--- config.mk ---
export PLATFORM = sky130hd
export DESIGN_NAME = jtag_scan_sequencer
export DESIGN_NICKNAME = d
export VERILOG_FILES = /design/src/rtl/tap_pkg.sv /design/src/rtl/tap_state_mirror.sv /design/src/rtl/jtag_scan_sequencer.sv
export SDC_FILE = /design/constraint.sdc
export NUM_CORES = 1
export LEC_CHECK = 0
export ABC_AREA = 1
export BUFFER_PORTS_ARGS = -buffer_cell sky130_fd_sc_hd__buf_4
export CORE_UTILIZATION = 29
export CTS_CLUSTER_DIAMETER = 40
export DETAILED_ROUTE_END_ITERATION = 7
export GPL_TIMING_DRIVEN = 0
export PLACE_DENSITY = 0.44
export SLEW_MARGIN = 20
export SYNTH_ARGS = -nofsm -noshare
export SYNTH_HDL_FRONTEND = slang
export SYNTH_SLANG_ARGS = --single-unit
export TNS_END_PERCENT = 20
--- constraint.sdc ---
create_clock -name clk -period 3.5 [get_ports clk]
set_input_delay 1.05 -clock clk [delete_from_list [all_inputs] [get_ports clk]]
set_output_delay 1.05 -clock clk [all_outputs]
set_load 0.01 [all_outputs]
--- src/rtl/tap_pkg.sv ---
// Shared TAP definitions: state encoding, command ops,
// header TMS patterns and sequencer FSM states.
package tap_pkg;

   typedef enum logic [3:0] {
      TLR      = 4'h0,
      RTI      = 4'h1,
      SEL_DR   = 4'h2,
      CAP_DR   = 4'h3,
      SHIFT_DR = 4'h4,
      EXIT1_DR = 4'h5,
      PAUSE_DR = 4'h6,
      EXIT2_DR = 4'h7,
      UPD_DR   = 4'h8,
      SEL_IR   = 4'h9,
      CAP_IR   = 4'hA,
      SHIFT_IR = 4'hB,
      EXIT1_IR = 4'hC,
      PAUSE_IR = 4'hD,
      EXIT2_IR = 4'hE,
      UPD_IR   = 4'hF
   } tap_state_e;

   typedef enum logic [1:0] {
      OP_DR  = 2'b00,
      OP_IR  = 2'b01,
      OP_RST = 2'b10,
      OP_BAD = 2'b11
   } cmd_op_e;

   // bit i is the TMS value on header edge i+1
   localparam logic [3:0] HDR_DR = 4'b0001;
   localparam logic [3:0] HDR_IR = 4'b0011;
   localparam int HDR_DR_LEN = 3;
   localparam int HDR_IR_LEN = 4;
   localparam int RST_ONES   = 5;

   typedef enum logic [2:0] {
      S_INIT,
      S_IDLE,
      S_RST_SEQ,
      S_HDR,
      S_SHIFT,
      S_EXIT,
      S_UPD,
      S_RESP
   } seq_state_e;

endpackage

--- src/rtl/tap_state_mirror.sv ---
// IEEE 1149.1 TAP controller state machine.
// Tracks the TAP from the same TMS and clock.
module tap_state_mirror
   import tap_pkg::*;
(
   input  logic       clk,
   input  logic       TRST,
   input  logic       tms,
   output tap_state_e state
);

   tap_state_e nxt;

   // standard TAP transition function
   always_comb begin
      nxt = state;
      unique case (state)
         TLR:      nxt = tms ? TLR      : RTI;
         RTI:      nxt = tms ? SEL_DR   : RTI;
         SEL_DR:   nxt = tms ? SEL_IR   : CAP_DR;
         CAP_DR:   nxt = tms ? EXIT1_DR : SHIFT_DR;
         SHIFT_DR: nxt = tms ? EXIT1_DR : SHIFT_DR;
         EXIT1_DR: nxt = tms ? UPD_DR   : PAUSE_DR;
         PAUSE_DR: nxt = tms ? EXIT2_DR : PAUSE_DR;
         EXIT2_DR: nxt = tms ? UPD_DR   : SHIFT_DR;
         UPD_DR:   nxt = tms ? SEL_DR   : RTI;
         SEL_IR:   nxt = tms ? TLR      : CAP_IR;
         CAP_IR:   nxt = tms ? EXIT1_IR : SHIFT_IR;
         SHIFT_IR: nxt = tms ? EXIT1_IR : SHIFT_IR;
         EXIT1_IR: nxt = tms ? UPD_IR   : PAUSE_IR;
         PAUSE_IR: nxt = tms ? EXIT2_IR : PAUSE_IR;
         EXIT2_IR: nxt = tms ? UPD_IR   : SHIFT_IR;
         UPD_IR:   nxt = tms ? SEL_DR   : RTI;
      endcase
   end

   // state register, TRST forces Test_Logic_Reset
   always_ff @(posedge clk) begin
      if (TRST) state <= TLR;
      else      state <= nxt;
   end

endmodule

--- src/rtl/jtag_scan_sequencer.sv ---
// Command-driven JTAG master: walks the TAP through
// DR/IR scans or a reset and returns captured TDO.
module jtag_scan_sequencer
   import tap_pkg::*;
#(
   parameter int MAX_LEN = 32,
   parameter int LEN_W   = 6
) (
   input  logic               clk,
   input  logic               TRST,
   input  logic               cmd_valid,
   output logic               cmd_ready,
   input  logic [1:0]         cmd_op,
   input  logic [LEN_W-1:0]   cmd_len,
   input  logic [MAX_LEN-1:0] cmd_data,
   input  logic               tdo,
   output logic               tms,
   output logic               tdi,
   output logic               rsp_valid,
   output logic               rsp_err,
   output logic [MAX_LEN-1:0] rsp_data,
   output logic [3:0]         tap_state,
   output logic               busy
);

   localparam int IDX_W = (MAX_LEN > 1) ? $clog2(MAX_LEN) : 1;
   localparam logic [LEN_W-1:0] ONE      = LEN_W'(1);
   localparam logic [LEN_W-1:0] MAXL     = LEN_W'(MAX_LEN);
   localparam logic [LEN_W-1:0] RST_LAST = LEN_W'(RST_ONES);
   localparam logic [LEN_W-1:0] DR_LAST  = LEN_W'(HDR_DR_LEN - 1);
   localparam logic [LEN_W-1:0] IR_LAST  = LEN_W'(HDR_IR_LEN - 1);

   seq_state_e         state_q, state_d;
   logic [LEN_W-1:0]   cnt_q, cnt_d;
   cmd_op_e            op_q;
   logic [LEN_W-1:0]   len_q;
   logic [MAX_LEN-1:0] data_q, cap_q;
   logic               err_q, pend_q;
   logic               acc, recover, bad_cmd;
   logic               tms_m, hdr_last, shift_last;
   logic [IDX_W-1:0]   idx;
   tap_state_e         mir;

   tap_state_mirror u_mirror (
      .clk   (clk),
      .TRST  (TRST),
      .tms   (tms),
      .state (mir)
   );

   assign idx        = cnt_q[IDX_W-1:0];
   assign hdr_last   = cnt_q == ((op_q == OP_IR) ? IR_LAST : DR_LAST);
   assign shift_last = cnt_q == (len_q - ONE);
   assign bad_cmd    = (cmd_op == OP_BAD) ||
                       ((cmd_op != OP_RST) &&
                        ((cmd_len == '0) || (cmd_len > MAXL)));

   assign cmd_ready = ((state_q == S_IDLE) || (state_q == S_RESP))
                      && (mir == RTI);
   assign rsp_valid = state_q == S_RESP;
   assign rsp_err   = rsp_valid && err_q;
   assign rsp_data  = cap_q;
   assign tap_state = mir;
   assign busy      = (state_q == S_RST_SEQ) || (state_q == S_HDR) ||
                      (state_q == S_SHIFT) || (state_q == S_EXIT) ||
                      (state_q == S_UPD);
   assign tdi       = (state_q == S_SHIFT) ? data_q[idx] : 1'b0;
   assign tms       = TRST | tms_m;

   // next state, bit counter and command accept
   always_comb begin
      state_d = state_q;
      cnt_d   = cnt_q + ONE;
      acc     = 1'b0;
      recover = 1'b0;
      unique case (state_q)
         S_INIT: state_d = S_IDLE;
         S_IDLE, S_RESP: begin
            cnt_d = '0;
            if (mir != RTI) begin
               state_d = S_RST_SEQ;
               recover = 1'b1;
            end else if (cmd_valid) begin
               acc = 1'b1;
               if (bad_cmd)
                  state_d = S_RESP;
               else if (cmd_op == OP_RST)
                  state_d = S_RST_SEQ;
               else
                  state_d = S_HDR;
            end else begin
               state_d = S_IDLE;
            end
         end
         S_RST_SEQ:
            if (cnt_q == RST_LAST)
               state_d = pend_q ? S_RESP : S_IDLE;
         S_HDR:
            if (hdr_last) begin
               state_d = S_SHIFT;
               cnt_d   = '0;
            end
         S_SHIFT: if (shift_last) state_d = S_EXIT;
         S_EXIT:  state_d = S_UPD;
         S_UPD:   state_d = S_RESP;
         default: state_d = S_INIT;
      endcase
   end

   // Moore TMS decode from state and counter
   always_comb begin
      tms_m = 1'b0;
      unique case (state_q)
         S_RST_SEQ: tms_m = cnt_q != RST_LAST;
         S_HDR:     tms_m = (op_q == OP_IR) ? HDR_IR[cnt_q[1:0]]
                                            : HDR_DR[cnt_q[1:0]];
         S_SHIFT:   tms_m = shift_last;
         S_EXIT:    tms_m = 1'b1;
         default:   tms_m = 1'b0;
      endcase
   end

   // sequencer registers, command latch and TDO capture
   always_ff @(posedge clk) begin
      if (TRST) begin
         state_q <= S_INIT;
         cnt_q   <= '0;
         op_q    <= OP_DR;
         len_q   <= '0;
         data_q  <= '0;
         cap_q   <= '0;
         err_q   <= 1'b0;
         pend_q  <= 1'b0;
      end else begin
         state_q <= state_d;
         cnt_q   <= cnt_d;
         if (recover) pend_q <= 1'b0;
         if (acc) begin
            op_q   <= cmd_op_e'(cmd_op);
            len_q  <= cmd_len;
            data_q <= cmd_data;
            cap_q  <= '0;
            err_q  <= bad_cmd;
            pend_q <= 1'b1;
         end
         if (state_q == S_SHIFT) cap_q[idx] <= tdo;
      end
   end

endmodule
==> metrics.yaml <==
antenna_found_initial: 0
p_sw_frac: 0.358
grt_max_degree: 14
multi_input_area_mm2: 0.00218
yosys.area_share.adder: 0.0148
power_density_mw_per_mm2: 587
synth_top_family_by_area: "simple AND/OR/NAND/NOR gates"
clkLatencyLatePin_ns: 0.35
gp_congestion: 0.858
max_slew_margin: 0.421
cp-start-kind: "flip-flop"
cts-root-buf: "clkbuf_16"
status: "complete, no violations"
crit_path_max_fanout: 10
synth_compound_area_frac: 0.197
die_y_um: 123
firstDrtPassIters: 4
io_pins: 86
critical_path_required_ns: 2.45
antenna_cells: 0
antenna_left: 0
yosysWarnings: 0
tritoncts: "done"
die_x_um: 123
hold_viol: 0
grt_setup_unrepaired: "false"
fin_crit_sh: 0.924
setup_viol: 0
maxCapViolations: 0
vias: 4289
synth_top_flop_cell: "dfxtp_1"
area_growth_pct: 27.2
portBuffers: 85
p_leak_nw: 2.26
final_area_mm2: 0.00538
yosys_register_bits: 87
synth.largest_area_cell: "dfxtp_1"
holdBufCountCts: 0
cts_setup_buffers: 0
clockBufferDepth: 2
remaining_drc_errors: 0
max_freq_mhz: 309
ys_types: 30
htreeDepth: 3
peakVddDrop_uv: 236
rows: 43
critPathKind: "flip-flop to output pin"
synthArstFlopShare: 0
grt_pass1_vias: 4024
dieArea_mm2: 0.0151
wire_per_inst_um: 13.9
skew_ns: 0.00810
drt-vias-per-instance: 4.70
cts_buffers: 9
synthesis.nets: 682
slew_violations: 0
place_hpwl_um: 9360
grtUsageTotal: 0.181
synth_top_area_share: 0.411
hp-class: "flip-flop to flip-flop"
fin_nets: 777
internal_power_w: 0.00203
drive_above_1_share: 0.167
clockPowerShare: 0.304
synth.area.top_cells: "dfxtp_1 (41%), nand2_1 (12%), o21ai_0 (11%), nor2_1 (11%), a21oi_1 (5.6%)"
synthMuxAreaShare: 0
drt_wl_total_um: 12700
initial_core_util: 0.301
tightest_slew_ns: 0.866
cp_data_arrival_time_ns: 2.18
synth_common_cells: "nand2_1 (132), nor2_1 (128), o21ai_0 (97)"
power.total_w: 0.00316
synth-simple-area-share: 0.295
cts_resized: 0
synth_xor_area_frac: 0.00828
synth_edf_count: 0
end_kind: "output pin"
pwr-share-seq: 0.377
clk_pin_slew_ns: 0.06
dpl_cell_area_mm2: 0.00510
yosysSeqAreaShare: 0.411
synth_cells: 633
core_mm2: 0.0140
power_frac_comb: 0.320
power.switching_w: 0.00113
cts_sinks: 87
synth.cell_area_mm2: 0.00423
grt_pass1_wl_um: 20600
avgSynthCellArea_um2: 6.69
gr-total-overflow: 0
n_fill_cell: 1530
post-route-min-period_ns: 3.23
layout.area.seq_mm2: 0.00174
yosysMostFrequentCell: "nand2_1"
tns_ns: 0
drt_iter0_drc: 263
==> logic make-up (layout without fill, tap and decap cells) <==
kind of cell,count (synthesis),count (layout)
xor gates and xnor gates,4,4
buffers and inverters,75,174
adders and majority gates,5,5
and+or+nand+nor,302,302
DFF,87,87
AOI/OAI and AO/OA,160,160
==> per-layer routing <==
layer / part of all wire / track usage / routed length, um / vias up
met5: 0 / 0 / 0 / -
met4: 0.015 / 0.0678 / 187 / 0
li1: - / - / - / 2251
met3: 0.049 / 0.0409 / 618 / 14
met2: 0.45 / 0.287 / 5750 / 100
met1: 0.48 / 0.237 / 6140 / 1924
==> cell type report <==
cell class                      count  share of cell area
Clock buffer                       12              0.0458
Timing Repair Buffer               85               0.119
Tap cell                          180              0.0418
Sequential cell                    87               0.324
Inverter                           44              0.0307
Clock inverter                      3             0.00814
Multi-Input combinational cell    471               0.405
Buffer                             30              0.0265
==> per-stage QoR <==
| step | hold slack, ns | util | setup WS, ns | std cells |
|---|---|---|---|---|
| floorplan | 0.435 | - | 1.00 | 633 |
| global placement | 0.452 | 0.363 | 0.412 | 898 |
| detailed placement | 0.455 | 0.363 | 0.421 | 898 |
| CTS | 0.465 | 0.384 | 0.0257 | 913 |
| global route | 0.479 | 0.383 | 0.0628 | 912 |
| finish | 0.461 | 0.383 | 0.266 | 912 |
==> power groups by stage <==
stage | clock (W) | combinational [W] | sequential [W]
6_report | 0.000960 | 0.00101 | 0.00119
5_1_grt | 0.00103 | 0.00116 | 0.00121
4_1_cts | 0.000997 | 0.00103 | 0.00119
3_5_place_dp | 0 | 0.00102 | 0.00121
3_3_place_gp | 0 | 0.00102 | 0.00121
2_1_floorplan | 0 | 0.000712 | 0.00119
==> final timing paths <==
path                                               from                 endpoint  slack [ns]  depth (start not counted)
worst max-delay path                cnt_q[1]$_SDFF_PP0_                      tdi        0.27                          8
worst min-delay path            rsp_data[23]$_SDFF_PP0_  rsp_data[23]$_SDFF_PP0_        0.46                          2
worst max register to register  state_q[1]$_SDFFE_PP0P_  rsp_data[11]$_SDFF_PP0_        1.34                          8
worst min register to register  rsp_data[23]$_SDFF_PP0_  rsp_data[23]$_SDFF_PP0_        0.46                          2
==> sequential cells by signal (all words and copies together) (netlist names) <==
| register | count |
|---|---|
| data_q | 32 |
| rsp_data | 32 |
| cnt_q | 6 |
| len_q | 6 |
| u_mirror.state | 4 |
| state_q | 3 |
| op_q | 2 |
| err_q | 1 |
| pend_q | 1 |
==> placed cells by master, fill, tap and decap left out, types with 5 or more instances in the layout <==
master / Yosys / layout
a21oi_1: 47 / 47
nor3_1: 5 / 5
clkbuf_16: 0 / 9
buf_4: 4 / 89
buf_2: 6 / 6
nand3_1: 23 / 23
inv_1: 40 / 40
nor2_1: 128 / 128
clkbuf_1: 20 / 21
ha_1: 5 / 5
o21ai_0: 97 / 97
nand2_1: 132 / 132
dfxtp_1: 87 / 87
o22ai_1: 5 / 5
==> critical path: stages, from the launching register on <==
cell      delay (ns)
dfxtp_1         0.43
clkbuf_1        0.43
o21ai_0         0.17
o221ai_1        0.20
nand3_1         0.15
nand3_1         0.09
o21ai_0         0.07
nor2_1          0.15
buf_4           0.14
Power figures use the tool's default switching activity.
